$ cat src/rtl/miso_delay_calibrator_if.sv
// Probe-transaction handshake between the delay calibrator and the SPI engine.
// The calibrator is the master: it raises spi_req, the engine answers with spi_ack and miso_word.
interface miso_delay_calibrator_if;
    logic        spi_req;
    logic        spi_ack;
    logic [15:0] miso_word;

    modport master (output spi_req, input spi_ack, input miso_word);
    modport slave  (input spi_req, output spi_ack, output miso_word);
endinterface

$ cat src/rtl/miso_delay_calibrator.sv
// MISO cable-delay calibrator: sweeps phase_select, probes each delay with a known reply and
// centres delay_out in the longest passing window. Optional ack watchdog: MISO_CAL_TIMEOUT_EN.
module miso_delay_calibrator #(
    parameter int unsigned NUM_DELAYS    = 12,
    parameter logic [15:0] EXPECTED      = 16'h0049,
    parameter int unsigned REPEATS       = 4,
    parameter int unsigned SETTLE_CYCLES = 2
`ifdef MISO_CAL_TIMEOUT_EN
   ,parameter int unsigned TIMEOUT_CYCLES = 4096
`endif
) (
    input  logic                     dataclk,
    input  logic                     rst_n,
    input  logic                     start,
    miso_delay_calibrator_if.master  spi,
    output logic [3:0]               delay_out,
    output logic                     busy,
    output logic                     done,
    output logic                     cal_ok,
    output logic [3:0]               best_delay,
    output logic [15:0]              pass_mask
`ifdef MISO_CAL_TIMEOUT_EN
   ,output logic                     timeout_err
`endif
);

    localparam int SETTLE_W = (SETTLE_CYCLES > 1) ? $clog2(SETTLE_CYCLES) : 1;

    typedef enum logic [2:0] {
        IDLE,
        SETTLE,
        REQ,
        CHECK,
        NEXT,
        EVAL
    } state_t;

    state_t              state_q, state_d;
    logic [3:0]          d_q, d_d;
    logic [3:0]          rep_q, rep_d;
    logic [SETTLE_W-1:0] settle_q, settle_d;
    logic [15:0]         word_q, word_d;
    logic                cur_pass_q, cur_pass_d;
    logic [15:0]         pass_mask_q, pass_mask_d;
    logic [4:0]          run_len_q, run_len_d;
    logic [4:0]          run_start_q, run_start_d;
    logic [4:0]          best_len_q, best_len_d;
    logic [4:0]          best_start_q, best_start_d;
    logic [3:0]          restore_q, restore_d;
    logic [3:0]          delay_out_q, delay_out_d;
    logic [3:0]          best_delay_q, best_delay_d;
    logic                cal_ok_q, cal_ok_d;
    logic                busy_q, busy_d;
    logic                done_q, done_d;
`ifdef MISO_CAL_TIMEOUT_EN
    logic [15:0]         wd_q, wd_d;
    logic                timeout_err_q, timeout_err_d;
`endif

    always_comb begin
        state_d      = state_q;
        d_d          = d_q;
        rep_d        = rep_q;
        settle_d     = settle_q;
        word_d       = word_q;
        cur_pass_d   = cur_pass_q;
        pass_mask_d  = pass_mask_q;
        run_len_d    = run_len_q;
        run_start_d  = run_start_q;
        best_len_d   = best_len_q;
        best_start_d = best_start_q;
        restore_d    = restore_q;
        delay_out_d  = delay_out_q;
        best_delay_d = best_delay_q;
        cal_ok_d     = cal_ok_q;
        busy_d       = busy_q;
        done_d       = 1'b0;
`ifdef MISO_CAL_TIMEOUT_EN
        // Watchdog runs only while a request is outstanding and restarts with every request.
        wd_d          = (state_q == REQ) ? wd_q + 16'd1 : 16'd0;
        timeout_err_d = timeout_err_q;
`endif

        case (state_q)
            IDLE: begin
                // The done cycle still counts as the tail of the previous run.
                if (start && !done_q) begin
                    restore_d    = delay_out_q;
                    pass_mask_d  = 16'd0;
                    run_len_d    = 5'd0;
                    run_start_d  = 5'd0;
                    best_len_d   = 5'd0;
                    best_start_d = 5'd0;
                    d_d          = 4'd0;
                    delay_out_d  = 4'd0;
                    rep_d        = 4'd0;
                    settle_d     = '0;
                    busy_d       = 1'b1;
`ifdef MISO_CAL_TIMEOUT_EN
                    timeout_err_d = 1'b0;
`endif
                    state_d      = SETTLE;
                end
            end

            SETTLE: begin
                if (32'(settle_q) + 32'd1 >= SETTLE_CYCLES) begin
                    settle_d = '0;
                    state_d  = REQ;
                end else begin
                    settle_d = settle_q + SETTLE_W'(1);
                end
            end

            REQ: begin
                if (spi.spi_ack) begin
                    word_d  = spi.miso_word;
                    state_d = CHECK;
                end
`ifdef MISO_CAL_TIMEOUT_EN
                else if (wd_q == 16'(TIMEOUT_CYCLES - 1)) begin
                    cur_pass_d    = 1'b0;
                    timeout_err_d = 1'b1;
                    state_d       = NEXT;
                end
`endif
            end

            CHECK: begin
                if (word_q != EXPECTED) begin
                    cur_pass_d = 1'b0;
                    state_d    = NEXT;
                end else if (32'(rep_q) + 32'd1 < REPEATS) begin
                    rep_d   = rep_q + 4'd1;
                    state_d = REQ;
                end else begin
                    cur_pass_d = 1'b1;
                    state_d    = NEXT;
                end
            end

            NEXT: begin
                pass_mask_d[d_q] = cur_pass_q;
                if (cur_pass_q) begin
                    if (run_len_q == 5'd0) begin
                        run_start_d = {1'b0, d_q};
                    end
                    run_len_d = run_len_q + 5'd1;
                end else begin
                    run_len_d = 5'd0;
                end
                // Strictly greater: an equal-length later window never displaces the earlier one.
                if (run_len_d > best_len_q) begin
                    best_len_d   = run_len_d;
                    best_start_d = run_start_d;
                end
                if (d_q == 4'(NUM_DELAYS - 1)) begin
                    state_d = EVAL;
                end else begin
                    d_d         = d_q + 4'd1;
                    delay_out_d = d_q + 4'd1;
                    rep_d       = 4'd0;
                    settle_d    = '0;
                    state_d     = SETTLE;
                end
            end

            EVAL: begin
                if (best_len_q != 5'd0) begin
                    best_delay_d = 4'(best_start_q + ((best_len_q - 5'd1) >> 1));
                    delay_out_d  = 4'(best_start_q + ((best_len_q - 5'd1) >> 1));
                    cal_ok_d     = 1'b1;
                end else begin
                    cal_ok_d    = 1'b0;
                    delay_out_d = restore_q;
                end
                done_d  = 1'b1;
                busy_d  = 1'b0;
                state_d = IDLE;
            end

            default: state_d = IDLE;
        endcase
    end

    always_ff @(posedge dataclk or negedge rst_n) begin
        if (!rst_n) begin
            state_q      <= IDLE;
            d_q          <= 4'd0;
            rep_q        <= 4'd0;
            settle_q     <= '0;
            word_q       <= 16'd0;
            cur_pass_q   <= 1'b0;
            pass_mask_q  <= 16'd0;
            run_len_q    <= 5'd0;
            run_start_q  <= 5'd0;
            best_len_q   <= 5'd0;
            best_start_q <= 5'd0;
            restore_q    <= 4'd0;
            delay_out_q  <= 4'd0;
            best_delay_q <= 4'd0;
            cal_ok_q     <= 1'b0;
            busy_q       <= 1'b0;
            done_q       <= 1'b0;
`ifdef MISO_CAL_TIMEOUT_EN
            wd_q          <= 16'd0;
            timeout_err_q <= 1'b0;
`endif
        end else begin
            state_q      <= state_d;
            d_q          <= d_d;
            rep_q        <= rep_d;
            settle_q     <= settle_d;
            word_q       <= word_d;
            cur_pass_q   <= cur_pass_d;
            pass_mask_q  <= pass_mask_d;
            run_len_q    <= run_len_d;
            run_start_q  <= run_start_d;
            best_len_q   <= best_len_d;
            best_start_q <= best_start_d;
            restore_q    <= restore_d;
            delay_out_q  <= delay_out_d;
            best_delay_q <= best_delay_d;
            cal_ok_q     <= cal_ok_d;
            busy_q       <= busy_d;
            done_q       <= done_d;
`ifdef MISO_CAL_TIMEOUT_EN
            wd_q          <= wd_d;
            timeout_err_q <= timeout_err_d;
`endif
        end
    end

    // Request follows the state directly so an async reset withdraws it at once.
    assign spi.spi_req = (state_q == REQ);
    assign delay_out   = delay_out_q;
    assign busy        = busy_q;
    assign done        = done_q;
    assign cal_ok      = cal_ok_q;
    assign best_delay  = best_delay_q;
    assign pass_mask   = pass_mask_q;
`ifdef MISO_CAL_TIMEOUT_EN
    assign timeout_err = timeout_err_q;
`endif

endmodule
$ cat src/flat_wrapper.sv
// flat-port wrapper written by rule: the top's interface ports become plain ports
module miso_delay_calibrator_flat 
#(
    parameter int unsigned NUM_DELAYS    = 12,
    parameter logic [15:0] EXPECTED      = 16'h0049,
    parameter int unsigned REPEATS       = 4,
    parameter int unsigned SETTLE_CYCLES = 2

)
  (dataclk, rst_n, start, delay_out, busy, done, cal_ok, best_delay, pass_mask, spi_spi_req, spi_spi_ack, spi_miso_word);
  miso_delay_calibrator_if spi_i ();
  input  logic dataclk;
  input  logic rst_n;
  input  logic start;
  output logic [3:0] delay_out;
  output logic busy;
  output logic done;
  output logic cal_ok;
  output logic [3:0] best_delay;
  output logic [15:0] pass_mask;
  output wire logic [$bits(spi_i.spi_req)-1:0] spi_spi_req;
  input wire logic [$bits(spi_i.spi_ack)-1:0] spi_spi_ack;
  input wire logic [$bits(spi_i.miso_word)-1:0] spi_miso_word;
  assign spi_spi_req = spi_i.spi_req;
  assign spi_i.spi_ack = spi_spi_ack;
  assign spi_i.miso_word = spi_miso_word;
  miso_delay_calibrator #(.NUM_DELAYS(NUM_DELAYS), .EXPECTED(EXPECTED), .REPEATS(REPEATS), .SETTLE_CYCLES(SETTLE_CYCLES)) u_core (.dataclk(dataclk), .rst_n(rst_n), .start(start), .spi(spi_i), .delay_out(delay_out), .busy(busy), .done(done), .cal_ok(cal_ok), .best_delay(best_delay), .pass_mask(pass_mask));
endmodule
$ cat config.mk
export PLATFORM = sky130hd
export DESIGN_NAME = miso_delay_calibrator_flat
export DESIGN_NICKNAME = d
export VERILOG_FILES = /design/src/rtl/miso_delay_calibrator_if.sv /design/src/rtl/miso_delay_calibrator.sv /design/src/flat_wrapper.sv
export SDC_FILE = /design/constraint.sdc
export NUM_CORES = 1
export LEC_CHECK = 0
export ABC_AREA = 1
export BUFFER_PORTS_ARGS = -buffer_cell sky130_fd_sc_hd__buf_4
export CAP_MARGIN = 20
export CORE_MARGIN = 1
export CORE_UTILIZATION = 60
export CTS_BUF_LIST = sky130_fd_sc_hd__clkbuf_8
export CTS_CLUSTER_SIZE = 12
export DETAILED_ROUTE_END_ITERATION = 8
export PLACE_DENSITY_LB_ADDON = 0.08
export SLEW_MARGIN = 20
export SYNTH_ARGS = -nofsm -noshare
export SYNTH_HDL_FRONTEND = slang
export SYNTH_SLANG_ARGS = --single-unit
export TNS_END_PERCENT = 10
$ cat constraint.sdc
create_clock -name dataclk -period 2.8 [get_ports dataclk]
set_input_delay 0.14 -clock dataclk [delete_from_list [all_inputs] [get_ports dataclk]]
set_output_delay 0.14 -clock dataclk [all_outputs]
set_load 0.05 [all_outputs]
# ---- Word-level counts from Yosys, hierarchy flattened
# Index checks and enable logic that the tools add are counted.
# W data, S select, Z words.
dict set report word_totals {
  ff_bits 79
  output_inout_bits 28
  word_cells 110
}
dict set report classes {
  add_sub_neg 8
  order_cmp 5
  n_eq_ne 15
  n_mux 42
  n_reduce_logical 23
}
# operator n
set ops {}
lappend ops {{$ge A32 B2 Y1 const B} 1}
lappend ops {{$lt A32 B3 Y1 const B} 1}
lappend ops {{$pmux W16 S2} 1}
lappend ops {{$mux W5} 6}
lappend ops {{$pmux W5 S2} 3}
lappend ops {{$mux W4} 7}
lappend ops {{$pmux W4 S3} 2}
lappend ops {{$mux W3} 6}
lappend ops {{$bwmux W16} 1}
lappend ops {{$mux W16} 1}
lappend ops {{$ne A16 B7 Y1 const B} 1}
lappend ops {{$pmux W4 S2} 2}
lappend ops {{$pmux W3 S5} 1}
lappend ops {{$reduce_and A3 Y1} 5}
lappend ops {{$ne A2 B1 Y1 const B} 6}
lappend ops {{$reduce_and A2 Y1} 6}
lappend ops {{$mux W1} 9}
lappend ops {{$reduce_bool A3 Y1} 3}
lappend ops {{$add A4 B1 Y4 const B} 2}
lappend ops {{$eq A3 B2 Y1 const B} 2}
lappend ops {{$eq A3 B3 Y1 const B} 2}
lappend ops {{$add A4 B1 Y5 const B} 1}
lappend ops {{$add A5 B1 Y5 const B} 1}
lappend ops {{$gt A5 B5 Y1} 1}
lappend ops {{19 further kinds} 22}

# ---- Longest topological paths before layout
# Gate-level depths: netlist (run 1).
dict set report depth {
  ltp_word 6
  depth_mapped 15
  depth_no_buf 14
}

# ---- Worst setup path before layout (run 1)
# Ideal clock, no wire load.
dict set report synth_timing {
  path_kind {register to register}
  start {register u_core.run_len_q[0]}
  end {register u_core.best_start_q[1]}
  setup_time_ps 127
  arrival_ps 1938
  t_required_ps 2673
  setup_slack_ps 735
  stages_incl_launch_ff 16
  path_buffers 1
  synth_period_minus_slack_ps 2065
  cell_sequence {dfrtp_1 ha_1 nand2_1 o21ai_0 nand2_1 a31oi_1 ha_1 nand2_1 inv_1 o21ai_0 nand3_1 nand3_1 nand2_1 buf_4 nand2_1 o21ai_0}
}
dict set report synth_via {
  elab_chain_len 6
  elab_cells_between_ends 11
  classes_between {1 x add/sub; 1 x order compare; 1 x eq/ne; 6 x mux; 2 x reduce/logical}
}
# item line
set synth_lines {}
lappend synth_lines {{from (decl)} miso_delay_calibrator.sv:45} ;# logic [4:0] run_len_q, run_len_d;
lappend synth_lines {{from (signal assigned)} miso_delay_calibrator.sv:217} ;# run_len_q <= run_len_d;
lappend synth_lines {{$add A5 B1 Y5} miso_delay_calibrator.sv:148} ;# run_len_d = run_len_q + 5'd1;
lappend synth_lines {{$mux W5} miso_delay_calibrator.sv:144} ;# if (cur_pass_q) begin
lappend synth_lines {{$mux W5} miso_delay_calibrator.sv:84} ;# case (state_q)
lappend synth_lines {{$gt A5 B5 Y1} miso_delay_calibrator.sv:153} ;# if (run_len_d > best_len_q) begin
lappend synth_lines {{$ne A2 B1 Y1 (no line)} n/a}
lappend synth_lines {{$reduce_and A3 Y1 (no line)} n/a}
lappend synth_lines {{to (signal assigned)} miso_delay_calibrator.sv:220} ;# best_start_q <= best_start_d;
lappend synth_lines {{to (decl)} miso_delay_calibrator.sv:48} ;# logic [4:0] best_start_q, best_start_d;
# Parallel ways exist; a longest one is shown, timed or not. The select of a mux whose other input is x is not followed.
# A chain may end at the register's enable or synchronous reset.

# ---- Worst setup path in the final report (run 1)
dict set report layout_timing {
  start {register u_core.run_len_q[1]}
  end {register u_core.best_len_q[1]}
}
dict set report layout_via {
  elab_chain_len 6
  elab_cells_between_ends 8
  classes_between {1 x add/sub; 1 x order compare; 1 x eq/ne; 4 x mux; 1 x reduce/logical}
}
# item line
set layout_lines {}
lappend layout_lines {{$add A5 B1 Y5 *} miso_delay_calibrator.sv:148}
lappend layout_lines {{$mux W5 *} miso_delay_calibrator.sv:144}
lappend layout_lines {{$mux W5 *} miso_delay_calibrator.sv:84}
lappend layout_lines {{$gt A5 B5 Y1} miso_delay_calibrator.sv:153}
lappend layout_lines {{$ne A2 B1 Y1 (no line)} n/a}
lappend layout_lines {{$reduce_and A3 Y1 (no line)} n/a}
lappend layout_lines {{to (signal assigned)} miso_delay_calibrator.sv:219} ;# best_len_q <= best_len_d;
lappend layout_lines {{to (decl)} miso_delay_calibrator.sv:47} ;# logic [4:0] best_len_q, best_len_d;
# Every way passes the cells marked *; elsewhere a longest branch is shown, timed or not. The select of a mux whose other input is x is not followed.

==> Flow_metrics.wiki, run 1 <==
{| class="wikitable"
! Metric !! Value
|-
| Sequential share of the synthesized area || 49.5%
|-
| Post-CTS sizing || 0
|-
| WP depth || 14
|-
| Vias per Instance || 5.43
|-
| Worst path slowest cell || sky130_fd_sc_hd__dfrtp_1
|-
| Diodes inserted || 0
|-
| Drt pass-1 iters || 4
|-
| Area contributors post-synth || sky130_fd_sc_hd__dfrtp_1, sky130_fd_sc_hd__nand2_1, sky130_fd_sc_hd__ha_1
|-
| Pin count of the biggest net entering global routing || 79
|-
| Most prevalent standard cell on the critical path || sky130_fd_sc_hd__nand2_1
|-
| Number of cells on the worst reg-to-reg path || 14
|-
| Internal power || 2430 uW
|-
| Area added between synthesis and finish || 17.7%
|-
| Count of routing violations after the opening detailed-route iteration || approximately 190
|-
| Number of buffer and inverter instances along the worst setup path || 1
|-
| Die area || ~6900 sq um
|-
| Count of boundary I/O pins || 48
|-
| Synth Net Count || 485
|-
| Num CTS Buffers || 9
|-
| Vias in the first global route || ~3,100
|-
| Mean instance size in the synthesized netlist || between 8 and 9 sq um
|-
| Remaining DRCs || 0
|-
| Cell area after placement || around 4300 sq um
|-
| Launching point of the worst reg2reg path || u_core.run_len_q[1]$_DFFE_PN0P_
|-
| Count of endpoints failing setup in the final report || 0
|-
| Portion of total power attributed to the clock network || 21.6%
|-
| Setup TNS after final layout || 0 ns
|-
| Clock latency on the worst-skew pair || 0.36 ns
|-
| Number of distinct library cells after synthesis || 34
|-
| Time the final worst path needs with I/O delays and setup || around 2.4 ns
|-
| Cell Rows || 29
|-
| Gate Count Post-Synth || 448
|-
| Final Wtd Congestion || 0.818
|-
| Overall routed net length || between 8000 and 9000 um
|-
| Cell Pwr Density || approximately 900 nW/um^2
|-
| CP Class || flip-flop to flip-flop
|-
| Fraction of met3 tracks used by global routing || 6.56%
|-
| R2R setup slack || 0.36 ns
|-
| CP Launch Type || flip-flop
|-
| Relative slew slack || a little over two thirds
|-
| Max Transition Viols Final || 0
|-
| Global-route track usage on met1 || 33.6%
|-
| Number of failing hold endpoints at the final stage || 0
|-
| RSZ-0062 raised after global routing || false
|-
| Endpoint of the most critical setup path || u_core.best_len_q[1]$_DFFE_PN0P_
|-
| Fillers || ~480
|-
| Share of Yosys cell area claimed by the top area cell type || 49.5%
|-
| Die outline width || between 80 and 90 um
|-
| HPWL Detailed || around 5800 um
|-
| Core area || 6350 sq um
|-
| Critical-path maximum fanout || 16
|-
| Detailed-route via count || 3,185
|-
| Final layout net count || about 540
|-
| TritonCTS sink count || just under 80
|-
| Crit path capture type || flip-flop
|-
| Routed WL per cell || around 14 um
|-
| Switching power total || 1660 uW
|-
| Worst endpoint data arrival time || 2.67 ns
|-
| Cell chosen for the clock root || sky130_fd_sc_hd__clkbuf_8
|-
| Clock-pin transition on the worst setup and hold timing paths || 0.08 ns
|-
| Clock Tree Buf Depth || 2
|-
| Met2 demand-to-capacity share in global routing || around two fifths
|-
| Portion of total power attributed to combinational logic || 39.3%
|-
| Chip height || 83.1 um
|-
| Number of cells in the design after placement || 563
|-
| Worst voltage drop across the vdd grid || between 600 and 700 uV
|-
| Number of nets with antenna violations after routing || 0
|-
| Period Utilization, post-route || 87.1%
|-
| Clock skew after layout || 0.00639 ns
|-
| CP max stage delay || 0.38 ns
|-
| Most heavily used metal layer in global routing || met2
|-
| Synth Cell Area || between 3000 and 4000 sq um
|-
| Port Buf Inserts || 47
|-
| Sequential group share of total power || 39.1%
|-
| Cell taking the most area after synthesis || sky130_fd_sc_hd__dfrtp_1
|-
| Cells along the critical path || ha_1, nand2_1, o21ai_0, nand2_1, a31oi_1, ha_1, nand2_1, inv_1, o21ai_0, nand3_1, nand3_1, nand2_1, nand3_1, o21ai_0
|-
| Initial cell density of the core || about 62%
|-
| Non-filler instance count after layout || 587
|-
| Wire length of the first global-routing pass || 14,200 um
|-
| Number of H-tree branching levels || 3
|-
| Ratio of cells with drive above 1 in the final layout || 19.8%
|-
| Antenna violations before repair || 0
|-
| Transition time of the tightest slew-check pin || 0.458 ns
|-
| End of the worst register-to-register path || u_core.best_len_q[1]$_DFFE_PN0P_
|-
| CTS tree || built
|-
| Number of violations of the max-capacitance limit || 0
|-
| Data required time of the critical path || 3.03 ns
|-
| Remaining global-route overflow || 0
|-
| LEAKAGE || around 0.0023 uW
|-
| Flip-flop and latch count after synthesis || 78
|-
| HP Class || input port to flip-flop
|-
| Result of the run || completed
|-
| Worst setup startpoint || u_core.run_len_q[1]$_DFFE_PN0P_
|-
| Number of synthesized flops with an enable pin || 0
|-
| Main flop type after synthesis || sky130_fd_sc_hd__dfrtp_1
|-
| Post-route cell area || ~4600 sq um
|-
| Fmax || slightly above 0.4 GHz
|-
| Share of flip-flops with an asynchronous set or reset || 100%
|-
| Net switching share of the total power || approximately two fifths
|-
| Aggregate global-route resource usage || between 20% and 30%
|-
| Cell type group with the largest total delay on the critical path || simple AND/OR/NAND/NOR gates
|-
| Total number of yosys warnings || 0
|}
area by class of cell:
class	count	area, sq um	area share, %
inverter	60	225	4.85
clock inverter	5	57.6	1.24
timing repair buffer	57	465	10.0
multi-input combinational	299	1690	36.5
tap	77	96.3	2.08
sequential	78	1950	42.1
clock buffer	11	151	3.26
cells in the final DEF, fill, tap and decap left out, types with 2 or more instances in the layout:
master | netlist | layout
sky130_fd_sc_hd__xor2_1 | 2 | 2
sky130_fd_sc_hd__inv_2 | 8 | 8
sky130_fd_sc_hd__o22ai_1 | 11 | 11
sky130_fd_sc_hd__o21ai_1 | 5 | 5
sky130_fd_sc_hd__nand2_1 | 92 | 92
sky130_fd_sc_hd__clkbuf_8 | 0 | 11
sky130_fd_sc_hd__ha_1 | 16 | 16
sky130_fd_sc_hd__inv_1 | 52 | 52
sky130_fd_sc_hd__xnor2_1 | 2 | 2
sky130_fd_sc_hd__nor2_2 | 3 | 3
sky130_fd_sc_hd__nor2_1 | 36 | 36
sky130_fd_sc_hd__o21ai_0 | 38 | 38
sky130_fd_sc_hd__a22o_1 | 4 | 4
sky130_fd_sc_hd__mux2_2 | 12 | 12
sky130_fd_sc_hd__a21oi_1 | 24 | 24
sky130_fd_sc_hd__nand4_1 | 4 | 4
sky130_fd_sc_hd__nand3b_1 | 2 | 2
sky130_fd_sc_hd__mux2_4 | 3 | 3
sky130_fd_sc_hd__buf_4 | 5 | 49
sky130_fd_sc_hd__dfrtp_1 | 78 | 78
sky130_fd_sc_hd__clkinvlp_4 | 0 | 3
sky130_fd_sc_hd__nand2_2 | 3 | 3
sky130_fd_sc_hd__nand3_1 | 28 | 28
sky130_fd_sc_hd__nor3_1 | 5 | 5
sky130_fd_sc_hd__dlygate4sd3_1 | 0 | 7
metal layers:
metal	vias to the layer above	share of wire [%]	wire, um
met4	0	2.0	163
met2	99	49	4000
li1	1584	-	-
met3	18	6.0	493
met5	-	0	0
met1	1484	43	3540
cell families after synthesis:
group	count (synthesis)	share of synthesized area (%)
DFF	78	49.5
and+or+nand+nor	177	19.6
muxes	15	4.57
AOI/OAI and AO/OA	86	12.3
buffers and inverters	71	7.52
xor gates and xnor gates	4	0.889
adders and majority gates	17	5.59
per-stage QoR:
step | hold WS [ns] | power [uW] | utilization (%) | setup slack (ns)
after floorplan | -0.156 | 2820 | - | 0.735
after global placement | 0.353 | 3150 | 68.3 | 0.545
after detailed placement | 0.360 | 3200 | 68.3 | 0.419
after CTS | 0.0000678 | 4090 | 72.5 | 0.379
after global routing | 0.00119 | 4380 | 73.1 | 0.0831
final | 0.00345 | 4080 | 73.1 | 0.361
state kept, by name (all words and copies together) (netlist names), 5 cells and up:
register / flops
u_core.best_len_q: 5
u_core.run_len_q: 5
u_core.pass_mask: 16
u_core.word_q: 16
Yosys cell counts, types with 2 or more instances:
library cell / n
sky130_fd_sc_hd__mux2_4: 3
sky130_fd_sc_hd__nand2_2: 3
sky130_fd_sc_hd__nor2_1: 36
sky130_fd_sc_hd__nor2_2: 3
sky130_fd_sc_hd__ha_1: 16
sky130_fd_sc_hd__xor2_1: 2
sky130_fd_sc_hd__nand3b_1: 2
sky130_fd_sc_hd__nand2_1: 92
sky130_fd_sc_hd__nand3_1: 28
sky130_fd_sc_hd__nand4_1: 4
sky130_fd_sc_hd__nor3_1: 5
sky130_fd_sc_hd__a21oi_1: 24
sky130_fd_sc_hd__dfrtp_1: 78
sky130_fd_sc_hd__a22o_1: 4
sky130_fd_sc_hd__inv_2: 8
sky130_fd_sc_hd__buf_4: 5
sky130_fd_sc_hd__o21ai_0: 38
sky130_fd_sc_hd__xnor2_1: 2
sky130_fd_sc_hd__o21ai_1: 5
sky130_fd_sc_hd__buf_2: 3
sky130_fd_sc_hd__inv_1: 52
sky130_fd_sc_hd__o22ai_1: 11
sky130_fd_sc_hd__mux2_2: 12
sky130_fd_sc_hd__clkbuf_1: 2
repair_timing:
action / in CTS / in global routing
buffers inserted: 0 / 0
endpoints found under the hold margin: 83 / 1
endpoints found under the setup margin: 0 / 0
hold buffers: 6 / 1
power by group through the flow:
| stage | sequential (uW) | clock [uW] | combinational (uW) |
|---|---|---|---|
| 3_5_place_dp | 1610 | 0 | 1590 |
| 6_report | 1600 | 884 | 1600 |
| 3_3_place_gp | 1600 | 0 | 1540 |
| 2_1_floorplan | 1770 | 0 | 1050 |
| 4_1_cts | 1600 | 897 | 1600 |
| 5_1_grt | 1640 | 944 | 1800 |
how the worst min path moves through the flow:
stage | start | slack [ns] | endpoint | cells after the start
after detailed placement | rst_n | 0.36 | u_core.run_len_q[3]$_DFFE_PN0P_ | 1
after CTS | spi_miso_word[6] | 0.00007 | u_core.word_q[6]$_DFFE_PN0P_ | 2
after floorplan | rst_n | -0.16 | u_core.best_delay[0]$_DFFE_PN0P_ | 0
final | spi_miso_word[15] | 0.003 | u_core.word_q[15]$_DFFE_PN0P_ | 2
after global placement | rst_n | 0.35 | u_core.run_len_q[2]$_DFFE_PN0P_ | 1
after global routing | spi_miso_word[3] | 0.001 | u_core.word_q[3]$_DFFE_PN0P_ | 2
Power figures use the tool's default switching activity.
==> run 2, diff against run 1 <==
--- a/config.mk
+++ b/config.mk
@@ -13,7 +13,9 @@
 export CTS_BUF_LIST = sky130_fd_sc_hd__clkbuf_8
 export CTS_CLUSTER_SIZE = 12
 export DETAILED_ROUTE_END_ITERATION = 8
+export HOLD_SLACK_MARGIN = 0.05
 export PLACE_DENSITY_LB_ADDON = 0.08
+export RECOVER_POWER = 25
 export SLEW_MARGIN = 20
 export SYNTH_ARGS = -nofsm -noshare
 export SYNTH_HDL_FRONTEND = slang
==> run 2 against run 1 <==
Effect of this change: critical path depth is the same; global-route usage increased by 0.94 points; total power up 0.59%; wire length grew 4.5%; die area is the same; first-iteration DRC count up 2.1%; combinational power barely moved; critical path type unchanged; largest power group is now combinational cells.
==> Flow_metrics.wiki, run 2 (synthesis gave the netlist of run 1 again) <==
{| class="wikitable"
! Metric !! Value
|-
| Worst path slowest cell || sky130_fd_sc_hd__dfrtp_1
|-
| Chip height || 83.1 um
|-
| Crit path capture type || flip-flop
|-
| Initial cell density of the core || 62.1%
|-
| Number of nets with antenna violations after routing || 0
|-
| CTS tree || built
|-
| Critical-path maximum fanout || 16
|-
| Count of routing violations after the opening detailed-route iteration || a little under 200
|-
| Remaining DRCs || 0
|-
| Cell Pwr Density || 867 nW/um^2
|-
| Number of failing hold endpoints at the final stage || 0
|-
| Port Buf Inserts || 47
|-
| Relative slew slack || 25.2%
|-
| Setup TNS after final layout || 0 ns
|-
| Commonest non-fill, non-tap cell in the layout || sky130_fd_sc_hd__nand2_1
|-
| Drt pass-1 iters || 5
|-
| Most prevalent standard cell on the critical path || sky130_fd_sc_hd__nand2_1
|-
| Diodes inserted || 0
|-
| Fmax || 0.408 GHz
|-
| Count of boundary I/O pins || 48
|-
| Core area || 6350 sq um
|-
| Vias per Instance || 5.37
|-
| CP max stage delay || 0.38 ns
|-
| Vias in the first global route || approximately 3,100
|-
| Max Transition Viols Final || 0
|-
| Time the final worst path needs with I/O delays and setup || 2.45 ns
|-
| Final total power || 4110 uW
|-
| Die outline width || 83.1 um
|-
| Cell Rows || 29
|-
| Wire length of the first global-routing pass || 14,700 um
|-
| Ratio of cells with drive above 1 in the final layout || 19.2%
|-
| Cells along the critical path || ha_1, nand2_1, o21ai_0, nand2_1, a31oi_1, ha_1, nand2_1, inv_1, o21ai_0, nand3_1, nand3_1, nand2_1, nor2_1, a21oi_1
|-
| Clock-pin transition on the worst setup and hold timing paths || 0.08 ns
|-
| Count of hold-fix buffers inserted at cts || 17
|-
| RSZ-0062 raised after global routing || false
|-
| Post-CTS sizing || 0
|-
| Number of H-tree branching levels || 3
|-
| Data required time of the critical path || 3.02 ns
|-
| HPWL Detailed || 5790 um
|-
| Overall routed net length || ~8600 um
|-
| Cell chosen for the clock root || sky130_fd_sc_hd__clkbuf_8
|-
| Result of the run || completed
|-
| Cell type group with the largest total delay on the critical path || simple AND/OR/NAND/NOR gates
|-
| Num CTS Buffers || 9
|-
| Aggregate global-route resource usage || a little over a quarter
|-
| Post-CTS setup buffer count || 0
|-
| Final Wtd Congestion || 0.818
|-
| Transition time of the tightest slew-check pin || 1.12 ns
|-
| Antenna violations before repair || 0
|-
| CP Class || flip-flop to flip-flop
|-
| Area added between synthesis and finish || 20.2%
|-
| CP Launch Type || flip-flop
|-
| Number of buffer and inverter instances along the worst setup path || 1
|-
| Routed WL per cell || 14.4 um
|-
| LEAKAGE || 0.00234 uW
|-
| Clock latency on the worst-skew pair || 0.36 ns
|-
| Detailed-route via count || 3,203
|-
| Leading cell types in the layout, fill and taps excluded || sky130_fd_sc_hd__nand2_1, sky130_fd_sc_hd__dfrtp_1, sky130_fd_sc_hd__inv_1, sky130_fd_sc_hd__buf_4, sky130_fd_sc_hd__o21ai_0
|-
| Final layout net count || 552
|-
| TritonCTS sink count || 78
|-
| Pin count of the biggest net entering global routing || between 70 and 80
|-
| Count of endpoints failing setup in the final report || 0
|-
| Remaining global-route overflow || 0
|-
| Worst endpoint data arrival time || 2.67 ns
|-
| Die area || 6900 sq um
|-
| Worst voltage drop across the vdd grid || around 700 uV
|-
| Number of violations of the max-capacitance limit || 0
|-
| Period Utilization, post-route || 87.5%
|-
| Clock skew after layout || just over 0.007 ns
|-
| HP Class || input port to flip-flop
|-
| Clock Tree Buf Depth || 2
|}
run 2: final timing paths:
| kind | startpoint | end | slack, ns | cells past startpoint |
|---|---|---|---|---|
| max | u_core.run_len_q[1]$_DFFE_PN0P_ | u_core.best_len_q[3]$_DFFE_PN0P_ | 0.35 | 14 |
| min reg2reg | u_core.best_delay[0]$_DFFE_PN0P_ | u_core.best_delay[0]$_DFFE_PN0P_ | 0.48 | 2 |
| min in group asynchronous | rst_n | u_core.best_start_q[1]$_DFFE_PN0P_ | 0.51 | 2 |
| max reg2reg | u_core.run_len_q[1]$_DFFE_PN0P_ | u_core.best_len_q[3]$_DFFE_PN0P_ | 0.35 | 14 |
| min | spi_spi_ack | u_core.state_q[1]$_DFFE_PN0P_ | 0.09 | 4 |
| max in group asynchronous | rst_n | u_core.restore_q[0]$_DFFE_PN0P_ | 1.45 | 3 |
run 2: worst reg2reg max path, cell delays in order, from the launching register on:
cell	delay (ns)
sky130_fd_sc_hd__dfrtp_1	0.38
sky130_fd_sc_hd__ha_1	0.17
sky130_fd_sc_hd__nand2_1	0.07
sky130_fd_sc_hd__o21ai_0	0.15
sky130_fd_sc_hd__nand2_1	0.07
sky130_fd_sc_hd__a31oi_1	0.22
sky130_fd_sc_hd__ha_1	0.29
sky130_fd_sc_hd__nand2_1	0.07
sky130_fd_sc_hd__inv_1	0.06
sky130_fd_sc_hd__o21ai_0	0.08
sky130_fd_sc_hd__nand3_1	0.11
sky130_fd_sc_hd__nand3_1	0.12
sky130_fd_sc_hd__nand2_1	0.30
sky130_fd_sc_hd__nor2_1	0.18
sky130_fd_sc_hd__a21oi_1	0.06
run 2: cell type report:
type	instances	area, sq um
fillers	453	1610
inverters	60	225
multi-input cells	299	1690
flip-flops and latches	78	1950
repair buffers	67	562
clock inverters	5	57.6
clock buffers	11	151
well taps	77	96.3
run 2: where the power goes:
part           internal, uW  leakage, uW  switching [uW]
clock network           458    0.0000976             423
registers              1400      0.00103             206
logic                   584      0.00122            1040
total                  2440      0.00234            1670
run 2: routing by layer:
layer | routed length [um] | up-vias | GRT usage [%]
li1 | - | 1597 | -
met1 | 3710 | 1507 | 34.7
met2 | 4260 | 84 | 44.9
met3 | 425 | 15 | 5.77
met4 | 172 | 0 | 10.3
met5 | 0 | - | 0
run 2: metrics by stage:
step	util [%]	hold slack, ns	setup slack, ns	cells	area, sq um
after CTS	74.2	0.0677	0.379	596	4710
after global placement	68.3	0.353	0.545	563	4330
after floorplan	-	-0.156	0.735	448	3940
after detailed placement	68.3	0.360	0.419	563	4330
final	74.6	0.0853	0.351	597	4740
after global routing	74.6	0.0908	0.0829	597	4740
==> run 3, diff against run 2 <==
==> constraint.sdc (replaced) <==
create_clock -name dataclk -period 2.35 [get_ports dataclk]
set_input_delay 0.1175 -clock dataclk [delete_from_list [all_inputs] [get_ports dataclk]]
set_output_delay 0.1175 -clock dataclk [all_outputs]
set_load 0.05 [all_outputs]
==> run 3 against run 2 <==
Effect of this change: utilization up 1.0 points; highest routed layer unchanged; the run now ends with DRC left; largest power group unchanged; critical endpoint unchanged; setup slack worse by 0.17 ns; count of clock-buffer cells in the layout shrank 1.
==> Flow_metrics.wiki, run 3 (synthesis gave the netlist of run 1 again) <==
{| class="wikitable"
! Metric !! Value
|-
| Result of the run || finished with violations
|-
| Violations in the final reports || DRC
|-
| Global-route track usage on met1 || 33.5%
|-
| Chip height || 83.1 um
|-
| Worst voltage drop across the vdd grid || 753 uV
|-
| Worst endpoint data arrival time || 2.39 ns
|-
| Period Utilization, post-route || between 90% and 100%
|-
| Drt pass-1 iters || 7
|-
| Count of endpoints failing setup in the final report || 0
|-
| HP Class || input port to flip-flop
|-
| Pin count of the biggest net entering global routing || 50
|-
| Fmax || 0.462 GHz
|-
| End of the worst register-to-register path || u_core.best_len_q[3]$_DFFE_PN0P_
|-
| Transition time of the tightest slew-check pin || 1.27 ns
|-
| Share of the core filled with cells in the final layout || 75.6%
|-
| Reg area || 1950 sq um
|-
| Fraction of met3 tracks used by global routing || 4.77%
|-
| Number of cells in the design after placement || about 570
|-
| Fillers || 450
|-
| Max Transition Viols Final || 0
|-
| Number of cells on the worst reg-to-reg path || 14
|-
| Worst setup startpoint || u_core.run_len_q[0]$_DFFE_PN0P_
|-
| Routed WL per cell || between 10 and 15 um
|-
| Vias per Instance || ~5.5
|-
| Die outline width || 83.1 um
|-
| Leading cell types in the layout, fill and taps excluded || sky130_fd_sc_hd__nand2_1, sky130_fd_sc_hd__dfrtp_1, sky130_fd_sc_hd__inv_1, sky130_fd_sc_hd__buf_4, sky130_fd_sc_hd__o21ai_0
|-
| Number of failing hold endpoints at the final stage || 0
|-
| TritonCTS sink count || between 70 and 80
|-
| Final Wtd Congestion || 0.851
|-
| Endpoint of the most critical setup path || u_core.best_len_q[3]$_DFFE_PN0P_
|-
| CP Class || flip-flop to flip-flop
|-
| Non-filler instance count after layout || 601
|-
| Count of routing violations after the opening detailed-route iteration || about 180
|-
| Remaining DRCs || 2
|-
| Clock latency on the worst-skew pair || 0.36 ns
|-
| Port Buf Inserts || 47
|-
| Wire length of the first global-routing pass || roughly 14,000 um
|-
| Detailed-route via count || 3,287
|-
| Initial cell density of the core || between 60% and 70%
|-
| Num CTS Buffers || 9
|-
| LEAKAGE || 0.00238 uW
|-
| Clock Tree Buf Depth || 2
|-
| Critical-path maximum fanout || 16
|-
| Crit path capture type || flip-flop
|-
| Combined area of the multi-input logic cells || around 1700 sq um
|-
| Most heavily used metal layer in global routing || met2
|-
| CP Launch Type || flip-flop
|-
| Core area || 6350 sq um
|-
| Time the final worst path needs with I/O delays and setup || 2.17 ns
|-
| R2R setup slack || ~0.18 ns
|-
| Met2 demand-to-capacity share in global routing || 45.4%
|-
| RSZ-0062 raised after global routing || false
|-
| Clock skew after layout || between 0.01 and 0.015 ns
|-
| Vias in the first global route || roughly 3,100
|-
| Number of violations of the max-capacitance limit || 0
|-
| HPWL Detailed || approximately 5800 um
|-
| Setup TNS after final layout || 0 ns
|-
| Cell Rows || 29
|-
| Area added between synthesis and finish || 21.8%
|-
| Ratio of cells with drive above 1 in the final layout || 20.6%
|-
| Launching point of the worst reg2reg path || u_core.run_len_q[0]$_DFFE_PN0P_
|-
| Diodes inserted || 0
|-
| Cell chosen for the clock root || sky130_fd_sc_hd__clkbuf_8
|-
| Final layout net count || between 500 and 600
|-
| Relative slew slack || 15.2%
|-
| Aggregate global-route resource usage || 26.4%
|-
| CTS tree || built
|-
| Data required time of the critical path || 2.57 ns
|-
| Clock-pin transition on the worst setup and hold timing paths || 0.09 ns
|-
| Remaining global-route overflow || 0
|-
| Number of H-tree branching levels || 3
|-
| Die area || about 6900 sq um
|-
| Antenna violations before repair || 0
|-
| Commonest non-fill, non-tap cell in the layout || sky130_fd_sc_hd__nand2_1
|-
| Cell Pwr Density || 1050 nW/um^2
|-
| Count of boundary I/O pins || 48
|-
| Overall routed net length || 8590 um
|-
| Number of nets with antenna violations after routing || 0
|}
## run 3: timing repair
action                     in CTS  in global routing
pin swaps                       0                  0
hold buffers                   17                  0
buffers inserted                0                  1
hold endpoints to repair       64                  0
gates resized for setup         1                  4
setup endpoints to repair       9                  9
## run 3: critical path: stages (launching register included)
cell and delay (ns):
sky130_fd_sc_hd__dfrtp_1 0.39, sky130_fd_sc_hd__ha_1 0.17, sky130_fd_sc_hd__nand2_1 0.07, sky130_fd_sc_hd__o21ai_1 0.13, sky130_fd_sc_hd__nand2_1 0.08, sky130_fd_sc_hd__a31oi_2 0.18
sky130_fd_sc_hd__ha_1 0.28, sky130_fd_sc_hd__nand2_1 0.07, sky130_fd_sc_hd__inv_1 0.06, sky130_fd_sc_hd__o21ai_0 0.08, sky130_fd_sc_hd__nand3_1 0.12, sky130_fd_sc_hd__nand3_2 0.11
sky130_fd_sc_hd__nand2_4 0.12, sky130_fd_sc_hd__nor2_1 0.12, sky130_fd_sc_hd__a21oi_1 0.05
## run 3: worst min path at each step
stage,startpoint,end,slack [ns],cells past startpoint
floorplan,rst_n,u_core.best_delay[0]$_DFFE_PN0P_,-0.18,0
global placement,rst_n,u_core.run_len_q[3]$_DFFE_PN0P_,0.18,1
detailed placement,rst_n,u_core.run_len_q[4]$_DFFE_PN0P_,0.18,1
CTS,spi_spi_ack,u_core.state_q[1]$_DFFE_PN0P_,0.06,4
global route,spi_spi_ack,u_core.state_q[1]$_DFFE_PN0P_,0.12,4
finish,spi_spi_ack,u_core.state_q[1]$_DFFE_PN0P_,0.09,4
## run 3: through the flow
stage | setup WS [ns] | power (uW) | hold WS (ns) | instance area [sq um]
CTS | 0.0242 | 5010 | 0.0553 | 4780
global route | 0.0272 | 5360 | 0.124 | 4800
global placement | 0.123 | 3760 | 0.175 | 4380
finish | 0.184 | 5040 | 0.0875 | 4800
detailed placement | -0.0865 | 3820 | 0.182 | 4380
floorplan | 0.285 | 3360 | -0.178 | 3940
## run 3: area by class of cell
cell class	instances	area share, %
Sequential cell	78	40.6
Tap cell	77	2.01
Clock inverter	6	1.95
Clock buffer	10	2.87
Inverter	60	4.69
Timing Repair Buffer	71	12.2
Multi-Input combinational cell	299	35.6
## run 3: power breakdown
part / switching [uW] / internal, uW
logic: 1250 / 706
registers: 246 / 1660
clock network: 530 / 637
total: 2030 / 3010
## run 3: routing by layer
metal	wire, um	up-vias
met4	145	0
li1	-	1604
met3	443	13
met1	3710	1566
met5	0	-
met2	4300	104
